## config.mk

```make
export PLATFORM = sky130hd
export DESIGN_NAME = sobel_conv_param
export DESIGN_NICKNAME = d
export VERILOG_FILES = /design/src/rtl/sobel_conv_param.sv
export SDC_FILE = /design/constraint.sdc
export NUM_CORES = 1
export LEC_CHECK = 0
export CAP_MARGIN = 0
export CORE_MARGIN = 8
export CORE_UTILIZATION = 30
export DETAILED_ROUTE_END_ITERATION = 12
export GPL_TIMING_DRIVEN = 0
export PLACE_DENSITY_LB_ADDON = 0.05
export SKIP_LAST_GASP = 1
export SYNTH_ARGS = -nofsm -noshare
export SYNTH_HDL_FRONTEND = slang
export SYNTH_SLANG_ARGS = --single-unit
```

## constraint.sdc

```tcl
create_clock -name clk -period 4.45 [get_ports clk]
set_input_delay 0.6675 -clock clk [delete_from_list [all_inputs] [get_ports clk]]
set_output_delay 0.6675 -clock clk [all_outputs]
set_load 0.02 [all_outputs]
```

## src/rtl/sobel_conv_param.sv

```systemverilog
// Streaming 3x3 Sobel convolver: raster pixels in, one gradient result per fully
// populated window out, two registered stages after the pixel is accepted.
`timescale 1ns/1ps
module sobel_conv_param #(
  parameter int PXL_W = 8,
  parameter int IMG_W = 5,
  parameter int IMG_H = 5,
  parameter int OUT_W = 16
) (
  input  logic             clk,
  input  logic             reset,
  input  logic [PXL_W-1:0] pxl_in,
  input  logic             pxl_in_valid,
  input  logic             sof,
  input  logic [1:0]       mode,
  output logic [OUT_W-1:0] pxl_out,
  output logic             valid,
  output logic             eof
);

  localparam int AW = PXL_W + 4;
  localparam int CW = $clog2(IMG_W);
  localparam int RW = $clog2(IMG_H);

  localparam logic [CW-1:0] COL_LAST = CW'(IMG_W - 1);
  localparam logic [RW-1:0] ROW_LAST = RW'(IMG_H - 1);
  localparam logic [CW-1:0] COL_TWO  = CW'(2);
  localparam logic [RW-1:0] ROW_TWO  = RW'(2);
  localparam logic [AW-1:0] CLAMP    = {{4{1'b0}}, {PXL_W{1'b1}}};

  typedef enum logic [1:0] {
    MODE_GX    = 2'b00,
    MODE_GY    = 2'b01,
    MODE_SUM   = 2'b10,
    MODE_CLAMP = 2'b11
  } mode_e;

  // Position / frame control
  logic [CW-1:0] col_q, col_d, cur_col;
  logic [RW-1:0] row_q, row_d, cur_row;
  mode_e         mode_q, mode_cur;
  logic          frame_start, complete, last_pix;

  // Window (w[r][c], r=0 oldest line, c=2 newest column) and line buffers
  logic [PXL_W-1:0] win_q [3][3];
  logic [PXL_W-1:0] lb0_q [IMG_W];
  logic [PXL_W-1:0] lb1_q [IMG_W];

  // Pipeline stage registers
  logic                 v0_q, e0_q;
  mode_e                m0_q, m1_q;
  logic                 v1_q, e1_q;
  logic signed [AW-1:0] gx_q, gy_q, gx_d, gy_d;
  logic [AW-1:0]        abs_x, abs_y, mag_sum;
  logic [OUT_W-1:0]     out_d, out_q;
  logic                 valid_q, eof_q;

  // A qualified sof pixel is (0,0) no matter where the counters were.
  assign frame_start = pxl_in_valid & sof;
  assign cur_col     = frame_start ? '0 : col_q;
  assign cur_row     = frame_start ? '0 : row_q;
  assign mode_cur    = frame_start ? mode_e'(mode) : mode_q;
  assign complete    = pxl_in_valid && (cur_row >= ROW_TWO) && (cur_col >= COL_TWO);
  assign last_pix    = (cur_row == ROW_LAST) && (cur_col == COL_LAST);

  // NOTE: every signal assigned in always_comb gets a default first, so no path can infer a latch.
  always_comb begin
    col_d = col_q;
    row_d = row_q;
    if (pxl_in_valid) begin
      if (cur_col == COL_LAST) begin
        col_d = '0;
        row_d = (cur_row == ROW_LAST) ? '0 : cur_row + RW'(1);
      end else begin
        col_d = cur_col + CW'(1);
        row_d = cur_row;
      end
    end
  end

  always_ff @(posedge clk or negedge reset) begin
    if (!reset) begin
      col_q  <= '0;
      row_q  <= '0;
      mode_q <= MODE_GX;
    end else begin
      col_q <= col_d;
      row_q <= row_d;
      if (frame_start) mode_q <= mode_e'(mode);
    end
  end

  // NOTE: window and line buffers are reset explicitly; they are small register arrays, not RAM macros.
  always_ff @(posedge clk or negedge reset) begin
    if (!reset) begin
      for (int r = 0; r < 3; r++)
        for (int c = 0; c < 3; c++)
          win_q[r][c] <= '0;
      for (int i = 0; i < IMG_W; i++) begin
        lb0_q[i] <= '0;
        lb1_q[i] <= '0;
      end
    end else if (pxl_in_valid) begin
      for (int r = 0; r < 3; r++) begin
        win_q[r][0] <= win_q[r][1];
        win_q[r][1] <= win_q[r][2];
      end
      win_q[0][2]    <= lb0_q[cur_col];
      win_q[1][2]    <= lb1_q[cur_col];
      win_q[2][2]    <= pxl_in;
      lb0_q[cur_col] <= lb1_q[cur_col];
      lb1_q[cur_col] <= pxl_in;
    end
  end

  function automatic logic signed [AW-1:0] ext(input logic [PXL_W-1:0] p);
    return $signed({4'b0000, p});
  endfunction

  always_comb begin
    gx_d = (ext(win_q[0][2]) + (ext(win_q[1][2]) <<< 1) + ext(win_q[2][2]))
         - (ext(win_q[0][0]) + (ext(win_q[1][0]) <<< 1) + ext(win_q[2][0]));
    gy_d = (ext(win_q[2][0]) + (ext(win_q[2][1]) <<< 1) + ext(win_q[2][2]))
         - (ext(win_q[0][0]) + (ext(win_q[0][1]) <<< 1) + ext(win_q[0][2]));
  end

  // |Gx|+|Gy| tops out at 8*(2^PXL_W-1), so AW unsigned bits always hold it.
  always_comb begin
    abs_x   = gx_q[AW-1] ? -gx_q : gx_q;
    abs_y   = gy_q[AW-1] ? -gy_q : gy_q;
    mag_sum = abs_x + abs_y;
    out_d   = '0;
    case (m1_q)
      MODE_GX:    out_d = OUT_W'(gx_q);
      MODE_GY:    out_d = OUT_W'(gy_q);
      MODE_SUM:   out_d = OUT_W'(mag_sum);
      MODE_CLAMP: out_d = OUT_W'((mag_sum > CLAMP) ? CLAMP : mag_sum);
      default:    out_d = '0;
    endcase
  end

  // The mode travels with each result so a mid-frame sof cannot retag results in flight.
  always_ff @(posedge clk or negedge reset) begin
    if (!reset) begin
      v0_q    <= 1'b0;
      e0_q    <= 1'b0;
      m0_q    <= MODE_GX;
      v1_q    <= 1'b0;
      e1_q    <= 1'b0;
      m1_q    <= MODE_GX;
      gx_q    <= '0;
      gy_q    <= '0;
      valid_q <= 1'b0;
      eof_q   <= 1'b0;
      out_q   <= '0;
    end else begin
      v0_q    <= complete;
      e0_q    <= complete & last_pix;
      m0_q    <= mode_cur;
      v1_q    <= v0_q;
      e1_q    <= e0_q;
      m1_q    <= m0_q;
      gx_q    <= gx_d;
      gy_q    <= gy_d;
      valid_q <= v1_q;
      eof_q   <= e1_q;
      if (v1_q) out_q <= out_d;
    end
  end

  assign pxl_out = out_q;
  assign valid   = valid_q;
  assign eof     = eof_q;

endmodule

```

# Yosys cells after proc, flatten, opt, wreduce, memory -nomap -nowiden
# Index checks and enable logic that the tools add are counted.
# totals
wordCells	84
ff_bits	208
out_inout_bits	18
input_bits	14
# op_classes
eq_ne	5
mux	19
n_addsub	15
magnitude_cmp	5
bitwise_logic	3
n_reduce_logical	5
# ops
op	count
40-bit bitwise mux	2
16-bit case mux with 4 select lines	1
8-bit binary-select mux with 3-bit select	2
10-bit by 8-bit adder with 11-bit output	4
8-bit by 9-bit adder with 10-bit output	4
8-bit 2-to-1 mux	5
12-bit 2-to-1 mux	3
8-bit demux with 3-bit select	1
12-bit negator	2
11-bit by 11-bit subtractor with 12-bit output	2
3-bit 2-to-1 mux	5
12-bit adder	1
12-bit by 8-bit > comparator with 1-bit output (second input constant)	1
3-bit by 1-bit adder with 3-bit output (second input constant)	2
3-bit equality test (second input constant)	2
3-bit by 2-bit greater-or-equal comparator with 1-bit output (second input constant)	2
2-bit equality test (second input constant)	2
4-bit greater-or-equal comparator (second input constant)	1
1-bit logical AND	4
4-bit by 1-bit less-than comparator with 1-bit output (second input constant)	1
3-bit NOT with 4-bit output	1
1-bit AND	2
2-bit by 1-bit equality test with 1-bit output (second input constant)	1
2-bit logical NOT	1

# Logic depth before layout (Yosys ltp)
# logic_depth
depth_word	8
depth_mapped	16

# Worst setup path after synthesis
# OpenSTA, ideal clock, no wires.
# synth_path
path_type	reg-to-reg
start	register win_q[0] (netlist bit)
end	register gx_q[9]
t_required_ns	4.371
synth_period_minus_slack_ns	3.463
path_slack_ns	0.987
arrival_time_ns	3.384
stages_incl_launch_ff	16
path_cell_list	dfrtp_1 inv_1 fa_1 inv_1 fa_1 fa_1 ha_1 inv_1 fa_1 inv_1 a21oi_1 o21ai_0 a21o_1 a21o_1 a31o_2 xor2_1
# synth_via
elab_chain_cells	2
# synth_lines
item	line	rtl
start: declaration	45	logic [PXL_W-1:0] win_q [3][3];
start signal: indexed assignment	105	win_q[r][0] <= win_q[r][1];
start signal: indexed assignment	106	win_q[r][1] <= win_q[r][2];
10-bit by 8-bit adder with 11-bit output	121	gx_d = (ext(win_q[0][2]) + (ext(win_q[1][2]) <<< 1) + ext(win_q[2][2]))
11-bit by 11-bit subtractor with 12-bit output	122	- (ext(win_q[0][0]) + (ext(win_q[1][0]) <<< 1) + ext(win_q[2][0]));
net gx_d[9]	53	logic signed [AW-1:0] gx_q, gy_q, gx_d, gy_d;
end signal: assignment	163	gx_q <= gx_d;
end: declaration	53	
# The timed path passes the listed nets, and every way through them passes these cells.
# A chain may end at the register's enable or synchronous reset.

# Final worst setup path
# layout_path
start	register win_q[50] (netlist bit)
end	register gy_q[9]
# layout_via
elab_chain_cells	2
# layout_lines
item	line	rtl
10-bit by 8-bit adder with 11-bit output	124	- (ext(win_q[0][0]) + (ext(win_q[0][1]) <<< 1) + ext(win_q[0][2]));
11-bit by 11-bit subtractor with 12-bit output	124	
net gy_d[9]	53	
end signal: assignment	164	gy_q <= gy_d;
end: declaration	53	
# The timed path passes the listed nets, and every way through them passes these cells.

==> metrics.csv <==
stage,metric,value,unit
status,status,finished clean,
run,cap_violations,0,
logic_synthesis,synth_cells,1002,
global_route,gr-total-overflow,0,
routing,via_per_inst,4.68,
logic_synthesis,syn_avg_cell_area,11.2,sq um
routing,drt_wl_total,28.9,mm
critical_path,slowest_delay,0.60,ns
cells_and_area,drive_gt1_share,13.2,%
timing,period_share,87.5,%
cells_and_area,mostFrequentLayoutCell,dfrtp_1,
global_route,antenna_found_initial,0,
place,portBuffers,30,
clocking,cts_resized,0,
timing,tightest_slew,0.880,ns
critical_path,path_max_fanout,4,
clocking,insertion_delay,0.56,ns
critical_path,crit_top_cell,fa_1,
logic_synthesis,ys_types,59,
cells_and_area,antenna_cells,0,
timing,fmax,257,MHz
logic_synthesis,ys_seq_elements,205,
worst_hold_path,min_path_type,input port to async pin,
critical_path,worstSetupEndpointType,flop,
timing,slew_headroom,41.3,%
critical_path,required,4.92,ns
floorplanning,design.core.area,37200,sq um
clocking,clk_pin_slew,0.06,ns
logic_synthesis,yosysSeqAreaShare,45.7,%
place,hpwl,21.5,mm
floorplanning,ios,32,
floorplanning,die_area,43800,sq um
floorplanning,die_w,209,microns
routing,vias,7270,
cells_and_area,mostFrequentLayoutCells,"205 x dfrtp_1, 88 x a21oi_1, 81 x inv_1",
timing,finClkSkew,0.0196,ns
global_route,grt_usage,13.4,%
routing,ant_nets,0,
global_route,grt_pass1_vias,7710,
logic_synthesis,yosys_warnings,0,
timing,finalHoldViolations,0,
critical_path,cp-start-kind,flop,
global_route,grt_pass1_wl,46.0,mm
clocking,htreeDepth,1,
timing,rsz0062_at_grt,false,
cells_and_area,nNetsFinal,1181,
routing,post_drt_wl_per_cell,18.6,microns
clocking,cts_setup_buffers,0,
clocking,cts_num_sinks,205,
critical_path,cp.arrival,4.37,ns
global_route,grt_start_max_net_pins,105,
timing,setup_viol,0,
floorplanning,initial_core_util,30.1,%
logic_synthesis,synthesis.area,11200,sq um
floorplanning,die_h,209,microns
clocking,cts_root_buf,clkbuf_16,
critical_path,worstSetupPathType,flop to flop,
place,place_congestion,0.742,
routing,drc_errors,0,
timing,finalCriticalPeriod,3.89,ns
clocking,cts-buffers-inserted,26,
clocking,cts_tree,built,
cells_and_area,syn_to_final_growth,16.2,%
routing,first_iter_violations,317,
clocking,hold_buffers,0,
critical_path,cp_cell_sequence,inv_1 > fa_1 > fa_1 > fa_1 > inv_1 > fa_1 > nor2b_1 > o21ai_0 > a21boi_1 > o21ai_0 > nand2b_1 > a31o_2 > xor2_1,
routing,dr.pass1.iters,4,
clocking,clock_path_buffers,3,
logic_synthesis,syn_nets,1122,
critical_path,cp_slowest_cell,fa_1,
timing,slew_viol_final,0,
floorplanning,num_rows,71,
cells_and_area,utilization,35.0,%
state kept, by name (all words and copies together) (netlist names), 2 cells and up:
name,cells
col_q,3
gx_q,12
gy_q,12
lb0_q,40
lb1_q,40
m0_q,2
m1_q,2
pxl_out,13
row_q,3
win_q,72
cells by family (layout without fill, tap and decap cells):
logic type,count (synthesis),after routing,share of synthesized area (%)
xor+xnor,41,41,3.27
simple gates,184,184,7.48
flops,205,205,45.7
mux,116,116,11.3
fa+ha+maj,106,106,16.0
buf+inv,131,210,4.71
compound gates,219,219,11.5
critical path: cells and delay by family, from the launching register on:
family / cells / cell delay, ns
DFF: 1 / 0.48
xor gates and xnor gates: 1 / 0.15
buffers and inverters: 2 / 0.17
AOI/OAI and AO/OA: 4 / 0.64
and+or+nand+nor: 2 / 0.26
adders and majority gates: 4 / 2.10
layout make-up:
class                           count  area [sq um]
Buffer                             49           220
Sequential cell                   205          5130
Clock buffer                       38           766
Inverter                           82           308
Timing Repair Buffer               31           333
Fill cell                        3807         24200
Clock inverter                     10           129
Multi-Input combinational cell    666          5560
Tap cell                          474           593
path summary, 6_finish.rpt:
| path | start | endpoint | slack, ns | depth (start not counted) |
|---|---|---|---|---|
| min | reset | pxl_out[3] | 0.11 | 1 |
| min in group clk | e1_q | eof | 0.35 | 0 |
| min reg2reg | e1_q | eof | 0.35 | 0 |
| max | win_q[50] | gy_q[9] | 0.56 | 13 |
| max in group asynchronous | reset | lb1_q[22] | 3.31 | 2 |
| max reg2reg | win_q[50] | gy_q[9] | 0.56 | 13 |
routing by layer:
layer / part of all wire (%) / up-vias / GRT usage (%)
li1: - / 3516 / -
met1: 46 / 3660 / 17.6
met2: 50 / 58 / 22.9
met3: 2.6 / 36 / 2.22
met4: 1.8 / 0 / 2.75
met5: 0 / - / 0
synth_stat cells (all sizes together):
cell    number  share of area (%)
nor2b        5               0.28
o41ai        3               0.40
buf         18               0.93
a221o        1              0.089
o211ai       5               0.33
nor3         3               0.13
nor2        67                2.3
dfrtp      205                 46
a211oi       1              0.067
xnor2       29                2.3
nand3        5               0.27
nor4b        2               0.35
nand2       81                2.8
a21boi       5               0.37
or2          2               0.11
o21a         3               0.20
nor4         1               0.11
o21ai       70                3.2
nand3b       2               0.13
and4         1              0.078
o21bai       1              0.067
xor2        12               0.94
fa          63                 11
or4          2               0.20
o22ai       17               0.95
clkbuf      31                1.0
nand4        2               0.11
o31ai        5               0.33
a32o         4               0.36
mux2i       45                4.0
a21o        11               0.74
and3         6               0.33
inv         82                2.7
mux2        71                7.3
a31o         2               0.16
and2         2               0.11
nand2b       3               0.17
ha          43                4.8
a21oi       89                4.0
o221a        1               0.10
a22oi        1               0.11
through the flow:
stage / std cells / hold WS, ns / setup slack [ns] / setup TNS, ns / cell area (sq um)
floorplan: 1002 / 0.331 / 0.987 / 0 / 11200
global placement: 1506 / 0.335 / -7.01 / -1432.27 / 12100
detailed placement: 1507 / 0.336 / 0.503 / 0 / 12100
CTS: 1555 / 0.169 / 0.497 / 0 / 13000
global route: 1555 / 0.191 / 0.289 / 0 / 13000
finish: 1555 / 0.110 / 0.557 / 0 / 13000
Power is left out: the tool's default activity adds up to more than one toggle a clock period on the data nets, which glitch-free logic cannot reach.
